**src/rtl/shift_seq_ctrl.sv**
```systemverilog
// Multi-cycle shift/rotate sequencer: one 1-bit step per clock, valid/ready on both sides.
// Optional macro SHIFT_SEQ_FASTPATH_EN: logical/arithmetic shifts by >= WIDTH skip iteration.
module shift_seq_ctrl #(
    parameter int WIDTH = 8,
    parameter int AMT_W = 4
) (
    input  logic             clk,
    input  logic             rst_n,
    input  logic             in_valid,
    output logic             in_ready,
    input  logic [2:0]       in_op,
    input  logic [AMT_W-1:0] in_amt,
    input  logic [WIDTH-1:0] in_data,
    output logic             out_valid,
    input  logic             out_ready,
    output logic [WIDTH-1:0] out_data,
    output logic             out_err,
    output logic             busy,
    output logic [1:0]       dbg_state
);

    // Handshake: a transfer happens on a rising edge where valid && ready are both high;
    // in_ready is high only in IDLE, out_valid only in DONE, and results hold until taken.

    localparam logic [2:0] OP_LSL = 3'd0;
    localparam logic [2:0] OP_LSR = 3'd1;
    localparam logic [2:0] OP_ASR = 3'd2;
    localparam logic [2:0] OP_ROL = 3'd3;
    localparam logic [2:0] OP_ROR = 3'd4;
    localparam logic [AMT_W-1:0] ROT_MASK = AMT_W'(WIDTH - 1);

    typedef enum logic [1:0] {
        S_IDLE  = 2'd0,
        S_SHIFT = 2'd1,
        S_DONE  = 2'd2
    } state_t;

    state_t           r_state;
    logic [2:0]       r_op;
    logic [AMT_W-1:0] r_cnt;
    logic [WIDTH-1:0] r_data;
    logic             r_err;

    state_t           w_state_nxt;
    logic [2:0]       w_op_nxt;
    logic [AMT_W-1:0] w_cnt_nxt;
    logic [WIDTH-1:0] w_data_nxt;
    logic             w_err_nxt;
    logic             w_legal;
    logic             w_rot;
    logic [AMT_W-1:0] w_eff_amt;
    logic             w_fast;

    function automatic logic [WIDTH-1:0] f_step(input logic [2:0] op, input logic [WIDTH-1:0] d);
        case (op)
            OP_LSL:  f_step = {d[WIDTH-2:0], 1'b0};
            OP_LSR:  f_step = {1'b0, d[WIDTH-1:1]};
            OP_ASR:  f_step = {d[WIDTH-1], d[WIDTH-1:1]};
            OP_ROL:  f_step = {d[WIDTH-2:0], d[WIDTH-1]};
            OP_ROR:  f_step = {d[0], d[WIDTH-1:1]};
            default: f_step = d;
        endcase
    endfunction

    assign w_legal   = (in_op <= OP_ROR);
    assign w_rot     = (in_op == OP_ROL) || (in_op == OP_ROR);
    // Rotates only need the amount modulo WIDTH; shifts keep the full amount.
    assign w_eff_amt = w_rot ? (in_amt & ROT_MASK) : in_amt;

`ifdef SHIFT_SEQ_FASTPATH_EN
    logic w_big;
    assign w_big  = (int'(in_amt) >= WIDTH);
    assign w_fast = w_legal && !w_rot && w_big;
`else
    assign w_fast = 1'b0;
`endif

    always_comb begin
        w_state_nxt = r_state;
        w_op_nxt    = r_op;
        w_cnt_nxt   = r_cnt;
        w_data_nxt  = r_data;
        w_err_nxt   = r_err;
        case (r_state)
            S_IDLE: begin
                if (in_valid) begin
                    w_op_nxt   = in_op;
                    w_err_nxt  = !w_legal;
                    w_data_nxt = in_data;
                    w_cnt_nxt  = w_eff_amt;
                    if (w_fast) begin
                        w_data_nxt  = (in_op == OP_ASR) ? {WIDTH{in_data[WIDTH-1]}} : '0;
                        w_cnt_nxt   = '0;
                        w_state_nxt = S_DONE;
                    end else if (w_legal && (w_eff_amt != '0)) begin
                        w_state_nxt = S_SHIFT;
                    end else begin
                        w_state_nxt = S_DONE;
                    end
                end
            end
            S_SHIFT: begin
                w_data_nxt = f_step(r_op, r_data);
                w_cnt_nxt  = r_cnt - AMT_W'(1);
                if (r_cnt <= AMT_W'(1)) begin
                    w_state_nxt = S_DONE;
                end
            end
            S_DONE: begin
                if (out_ready) begin
                    w_state_nxt = S_IDLE;
                end
            end
            default: w_state_nxt = S_IDLE;
        endcase
    end

    always_ff @(posedge clk or negedge rst_n) begin
        if (!rst_n) begin
            r_state <= S_IDLE;
            r_op    <= '0;
            r_cnt   <= '0;
            r_data  <= '0;
            r_err   <= 1'b0;
        end else begin
            r_state <= w_state_nxt;
            r_op    <= w_op_nxt;
            r_cnt   <= w_cnt_nxt;
            r_data  <= w_data_nxt;
            r_err   <= w_err_nxt;
        end
    end

    assign in_ready  = (r_state == S_IDLE);
    assign out_valid = (r_state == S_DONE);
    assign busy      = (r_state != S_IDLE);
    assign out_data  = r_data;
    assign out_err   = r_err;
    assign dbg_state = r_state;

endmodule

```
**config.mk**
```make
export PLATFORM = sky130hd
export DESIGN_NAME = shift_seq_ctrl
export DESIGN_NICKNAME = d
export VERILOG_FILES = /design/src/rtl/shift_seq_ctrl.sv
export SDC_FILE = /design/constraint.sdc
export NUM_CORES = 1
export LEC_CHECK = 0
export BUFFER_PORTS_ARGS = -buffer_cell sky130_fd_sc_hd__buf_4
export CAP_MARGIN = 20
export CORE_ASPECT_RATIO = 1.25
export CORE_UTILIZATION = 50
export CTS_CLUSTER_SIZE = 25
export DETAILED_ROUTE_END_ITERATION = 7
export GPL_TIMING_DRIVEN = 0
export PLACE_DENSITY = 0.78
export RECOVER_POWER = 50
export SLEW_MARGIN = 10
export SYNTH_ARGS = -nofsm -noshare
export SYNTH_HDL_FRONTEND = slang
export SYNTH_SLANG_ARGS = --single-unit
```
**constraint.sdc**
```tcl
create_clock -name clk -period 2.14 [get_ports clk]
set_clock_uncertainty 0.05 [all_clocks]
set_input_delay 0.107 -clock clk [delete_from_list [all_inputs] [get_ports clk]]
set_output_delay 0.107 -clock clk [all_outputs]
set_load 0.005 [all_outputs]
```
-- Word-level counts from Yosys, hierarchy flattened
Index checks and enable logic that the tools add are counted.
W data, S select, Z words.
- bits in registers: 18
- bits of input ports: 19
- output and inout bits: 14
- logic and storage cells: 47
- $add $sub $neg: 1
- order comparisons: 2
- equality and inequality tests: 14
- mux-type cells: 11
- reductions and logical operators: 13
- operators by type and width (kind ; count):
    $pmux W8 S5 ; 1
    $pmux W8 S2 ; 1
    $eq A3 B2 Y1 const B ; 3
    $mux W2 ; 4
    $mux W4 ; 2
    $mux W8 ; 1
    $pmux W4 S2 ; 1
    $eq A3 B3 Y1 const B ; 2
    $ne A2 B2 Y1 const B ; 3
    $ne A6 B1 Y1 const B ; 1
    $pmux W2 S3 ; 1
    $reduce_and A3 Y1 ; 2
    $ne A5 B1 Y1 const B ; 1
    $le A4 B1 Y1 const B ; 1
    $reduce_and A2 Y1 ; 2
    $reduce_and A4 Y1 ; 1
    $reduce_bool A2 Y1 ; 2
    $reduce_bool A4 Y1 ; 1
    $sub A4 B1 Y4 const B ; 1
    $eq A3 B1 Y1 const B ; 1
    $le A3 B3 Y1 const B ; 1
    $logic_not A3 Y1 ; 1
    $eq A2 B1 Y1 const B ; 1
    $eq A2 B2 Y1 const B ; 1
    5 further kinds ; 5

-- Depth between registers and ports, before layout
- word-level depth: 8
- gate-level depth with buffers: 5
- depth with buffers taken out: 5

-- Least setup slack after synthesis
OpenSTA, ideal clock, no wires.
- kind: reg2reg
- start: register r_op[0]
- end: register r_data[7], in the netlist out_data[7]
- setup time: 0.121 ns
- arrival time: 1.200 ns
- required time: 1.969 ns
- slack: 0.769 ns
- cell stages (with the launch flop): 6
- path buffers: 1
- clock period less this slack: 1.371 ns
- cells stage by stage: dfrtp_1 -> buf_4 -> nand2b_1 -> o22ai_2 -> o21ai_1 -> a22o_1
- cells in the longest elaborated chain, start to end: 3
- elaborated cells between the ends (all ways): 10
- those cells by class: eq/ne (6); mux (2); reduce/logical (2)
- ends and longest elaborated chain (what ; RTL line ; text):
    from (decl) ; 39 ; logic [2:0] r_op;
    from (signal assigned) ; 127 ; r_op <= w_op_nxt;
    $eq A3 B3 Y1, or another cell as far along ; 55 ; case (op)
    $pmux W8 S5, or another cell as far along ; 55 ;
    $pmux W8 S2 / $reduce_and A4 Y1 (equally long branches) ; -- ;
    to (signal assigned) ; 129 ; r_data <= w_data_nxt;
    to (decl) ; 41 ; logic [WIDTH-1:0] r_data;
Several ways; a longest one is shown, not always the timed one.
A chain may end at the register's enable or synchronous reset.

-- Worst setup path after layout
- start: register r_op[0]
- end: register r_data[1], in the netlist out_data[1]
- cells in the longest elaborated chain, start to end: 3
- elaborated cells between the ends (all ways): 9
- those cells by class: eq/ne (5); mux (2); reduce/logical (2)
- ends and longest elaborated chain (what ; RTL line):
    $eq A3 B3 Y1, or another cell as far along ; 55
    $pmux W8 S5 / $ne A6 B1 Y1 (equally long branches) ; --
    $pmux W8 S2 / $reduce_and A3 Y1 (equally long branches) ; --
Several ways; a longest one is shown, not always the timed one.

==> impl_metrics.env <==
export IMPL_area_growth_pct=29.76
export IMPL_layout_nets=192
export IMPL_final_cells=189
export IMPL_wl_mm=2.635
export IMPL_gp_congestion=0.8102
export IMPL_synth_area_leaders="dfrtp_1 (41%), nand2_1 (6.2%), o31ai_1 (5.5%), nor2_1 (5.1%), a21oi_1 (5.0%)"
export IMPL_worstSetupPathType="reg2reg"
export IMPL_relSlewSlack=0.3172
export IMPL_fp_dieH_um=54.38
export IMPL_pin_count=33
export IMPL_clk_latency_ns=0.28
export IMPL_period_share=0.7078
export IMPL_outcome="finished with violations"
export IMPL_required_ns=2.28
export IMPL_cts_buffer_depth=2
export IMPL_antenna_found_initial=0
export IMPL_drv_cap=0
export IMPL_cp_arrival_ns=1.65
export IMPL_worstHoldEndpoint="out_data[6]"
export IMPL_dr_total_vias=1081
export IMPL_power_leakage_nw=0.6831
export IMPL_violations="DRC"
export IMPL_dieArea_um2=2387
export IMPL_grt_usage=0.2423
export IMPL_cts_sinks=18
export IMPL_synth_ff_type="dfrtp_1"
export IMPL_place_ws_ns=0.6366
export IMPL_antenna_cells=0
export IMPL_drv_slew=0
export IMPL_cts_root_buf="clkbuf_4"
export IMPL_synth_xor_area_frac=0.01596
export IMPL_drive_gt1_frac=0.2485
export IMPL_yosysSeqAreaShare=0.4105
export IMPL_final_util=0.7025
export IMPL_wl_per_cell_um=13.94
export IMPL_crit_path_end_kind="register"
export IMPL_syn_num_nets=151
export IMPL_synth_top_area_frac=0.4105
export IMPL_netlist_instances=130
export IMPL_worstHoldStart="in_data[6]"
export IMPL_fin_tns_setup_ns=0
export IMPL_clk_pin_slew_ns=0.10
export IMPL_grt_setup_unrepaired="false"
export IMPL_final_setup_viol_count=0
export IMPL_drt_iter0_drc=28
export IMPL_yosysTopAreaCell="dfrtp_1"
export IMPL_yosys_area_share_simple=0.1790
export IMPL_post_cts_buffers=0
export IMPL_ys_types=34
export IMPL_cts_resized_gates=0
export IMPL_layout_setup_ws_ns=0.6254
export IMPL_viasPerCell=5.720
export IMPL_synth_fa_ha_area_frac=0.02281
export IMPL_synth_compound_area_frac=0.2987
export IMPL_die_x_um=43.90
export IMPL_r2r_slack_ns=0.63
export IMPL_cts_made_buffers=3
export IMPL_grt_pass1_vias=1020
export IMPL_avgSynthCellArea_um2=8.441
export IMPL_reg2regPathDepth=5
export IMPL_hold_path_depth=3
export IMPL_place_area_um2=1355
export IMPL_drc_errors=3
export IMPL_initial_core_util=0.5414
export IMPL_dp_cells=181
export IMPL_dp_hpwl_mm=1.960
export IMPL_fmax_mhz=660.2
export IMPL_cts_tree="built"
export IMPL_power_density_nw_per_um2=1454
export IMPL_synthArstFlopShare=1.000
export IMPL_overflow=0
export IMPL_synthesis_area_um2=1097
export IMPL_portBuffers=31
export IMPL_synth_edf_count=0
export IMPL_grt_max_degree=19
export IMPL_ir_drop_mv=0.8251
export IMPL_synth_mux_area_fraction=0.009122
export IMPL_hold_class="in2reg"
export IMPL_num_fill_cells=173
export IMPL_worstMarginPinSlew_ns=1.024
export IMPL_antenna_left=0
export IMPL_core_um2=2027
export IMPL_synth_top_family_by_area="compound AO/OA/AOI/OAI gates"
export IMPL_timing_rr_end="out_data[1]"
export IMPL_final_cell_area_um2=1424
export IMPL_finalHoldViolCount=0
export IMPL_startpoint_type="register"
export IMPL_synthTopCellsByCount="dfrtp_1 (18), nand2_1 (18), nor2_1 (15)"
export IMPL_yosys_register_bits=18
export IMPL_drt_pass1_iter_count=8
export IMPL_htreeDepth=1
export IMPL_fp_row_count=18
export IMPL_cts_hold_buf=5
export IMPL_fin_crit_ns=1.515
export IMPL_r2r_start="r_op[0]"
export IMPL_cp_max_fo=8
export IMPL_synth_warnings=0
export IMPL_grt_pass1_wl_mm=4.243
==> registers in the layout, indices dropped and copies added (netlist names) <==
name       cells
r_cnt          4
r_op           3
dbg_state      2
out_data       8
out_err        1
==> logic make-up (layout without fill, tap and decap cells) <==
logic type,after synthesis,in the layout
mux,1,1
xor+xnor,2,2
flops,18,18
simple gates,45,45
fa+ha+maj,2,2
buf+inv,14,53
compound gates,48,48
==> where the power goes <==
| part | internal (W) | switching (W) | leakage, nW | total (W) |
|---|---|---|---|---|
| sequential | 0.000507 | 0.000155 | 0.221 | 0.000662 |
| combinational | 0.000574 | 0.000670 | 0.448 | 0.00124 |
| clock | 0.0000653 | 0.0000985 | 0.0138 | 0.000164 |
| total | 0.00115 | 0.000923 | 0.683 | 0.00207 |
==> cell usage in the layout, fill, tap and decap left out, drive strengths merged <==
cell	n
nor3b	1
mux2i	1
dfrtp	18
nor2	15
o31ai	8
a21oi	11
clkbuf	13
a221oi	1
nor2b	2
o21ba	1
a31oi	6
inv	7
o22ai	2
xor2	1
nand3b	1
a21o	2
nand2b	3
and2	1
nand3	4
o21ai	9
buf	28
ha	2
xnor2	1
nand2	18
dlygate4sd3	5
a22o	2
a22oi	6
==> worst max path at each step <==
stage / start / end / slack (ns) / depth (start not counted)
after floorplan: r_op[0] / out_data[7] / 0.77 / 5
after global placement: r_op[0] / out_data[7] / 0.66 / 5
after detailed placement: r_op[0] / out_data[5] / 0.64 / 5
after CTS: r_op[0] / out_data[5] / 0.62 / 5
after global routing: r_op[0] / out_data[1] / 0.49 / 5
final: r_op[0] / out_data[1] / 0.63 / 5
==> metal layers <==
layer | up-vias | GRT usage | part of all wire
met5 | - | 0 | 0
met4 | 0 | 0.1010 | 0.011
met3 | 4 | 0.02310 | 0.040
met2 | 32 | 0.4900 | 0.55
met1 | 505 | 0.2515 | 0.40
li1 | 540 | - | -
==> area by class of cell <==
class | instances | area, µm² | share of cell area
Timing Repair Buffer | 36 | 279.0 | 0.1960
Tap cell | 20 | 25.02 | 0.01757
Clock buffer | 3 | 22.52 | 0.01582
Multi-Input combinational cell | 98 | 576.8 | 0.4051
Buffer | 7 | 43.79 | 0.03076
Sequential cell | 18 | 450.4 | 0.3163
Inverter | 7 | 26.28 | 0.01845
==> stage by stage <==
stage          total power (W)  hold slack (ns)
3_3_place_gp          0.001874         -0.05963
3_5_place_dp          0.001917         -0.05874
2_1_floorplan         0.001486          -0.2386
4_1_cts               0.002091         0.002136
6_report              0.002070         0.007414
5_1_grt               0.002279          0.01440
==> worst max-delay path, stage by stage, from the launching register on <==
cell and delay [ns]:
dfrtp_1 0.37, buf_4 0.16, nand2b_1 0.17, o22ai_2 0.34, nor2_1 0.08, o31ai_1 0.25
(Power assumes the default switching activity.)
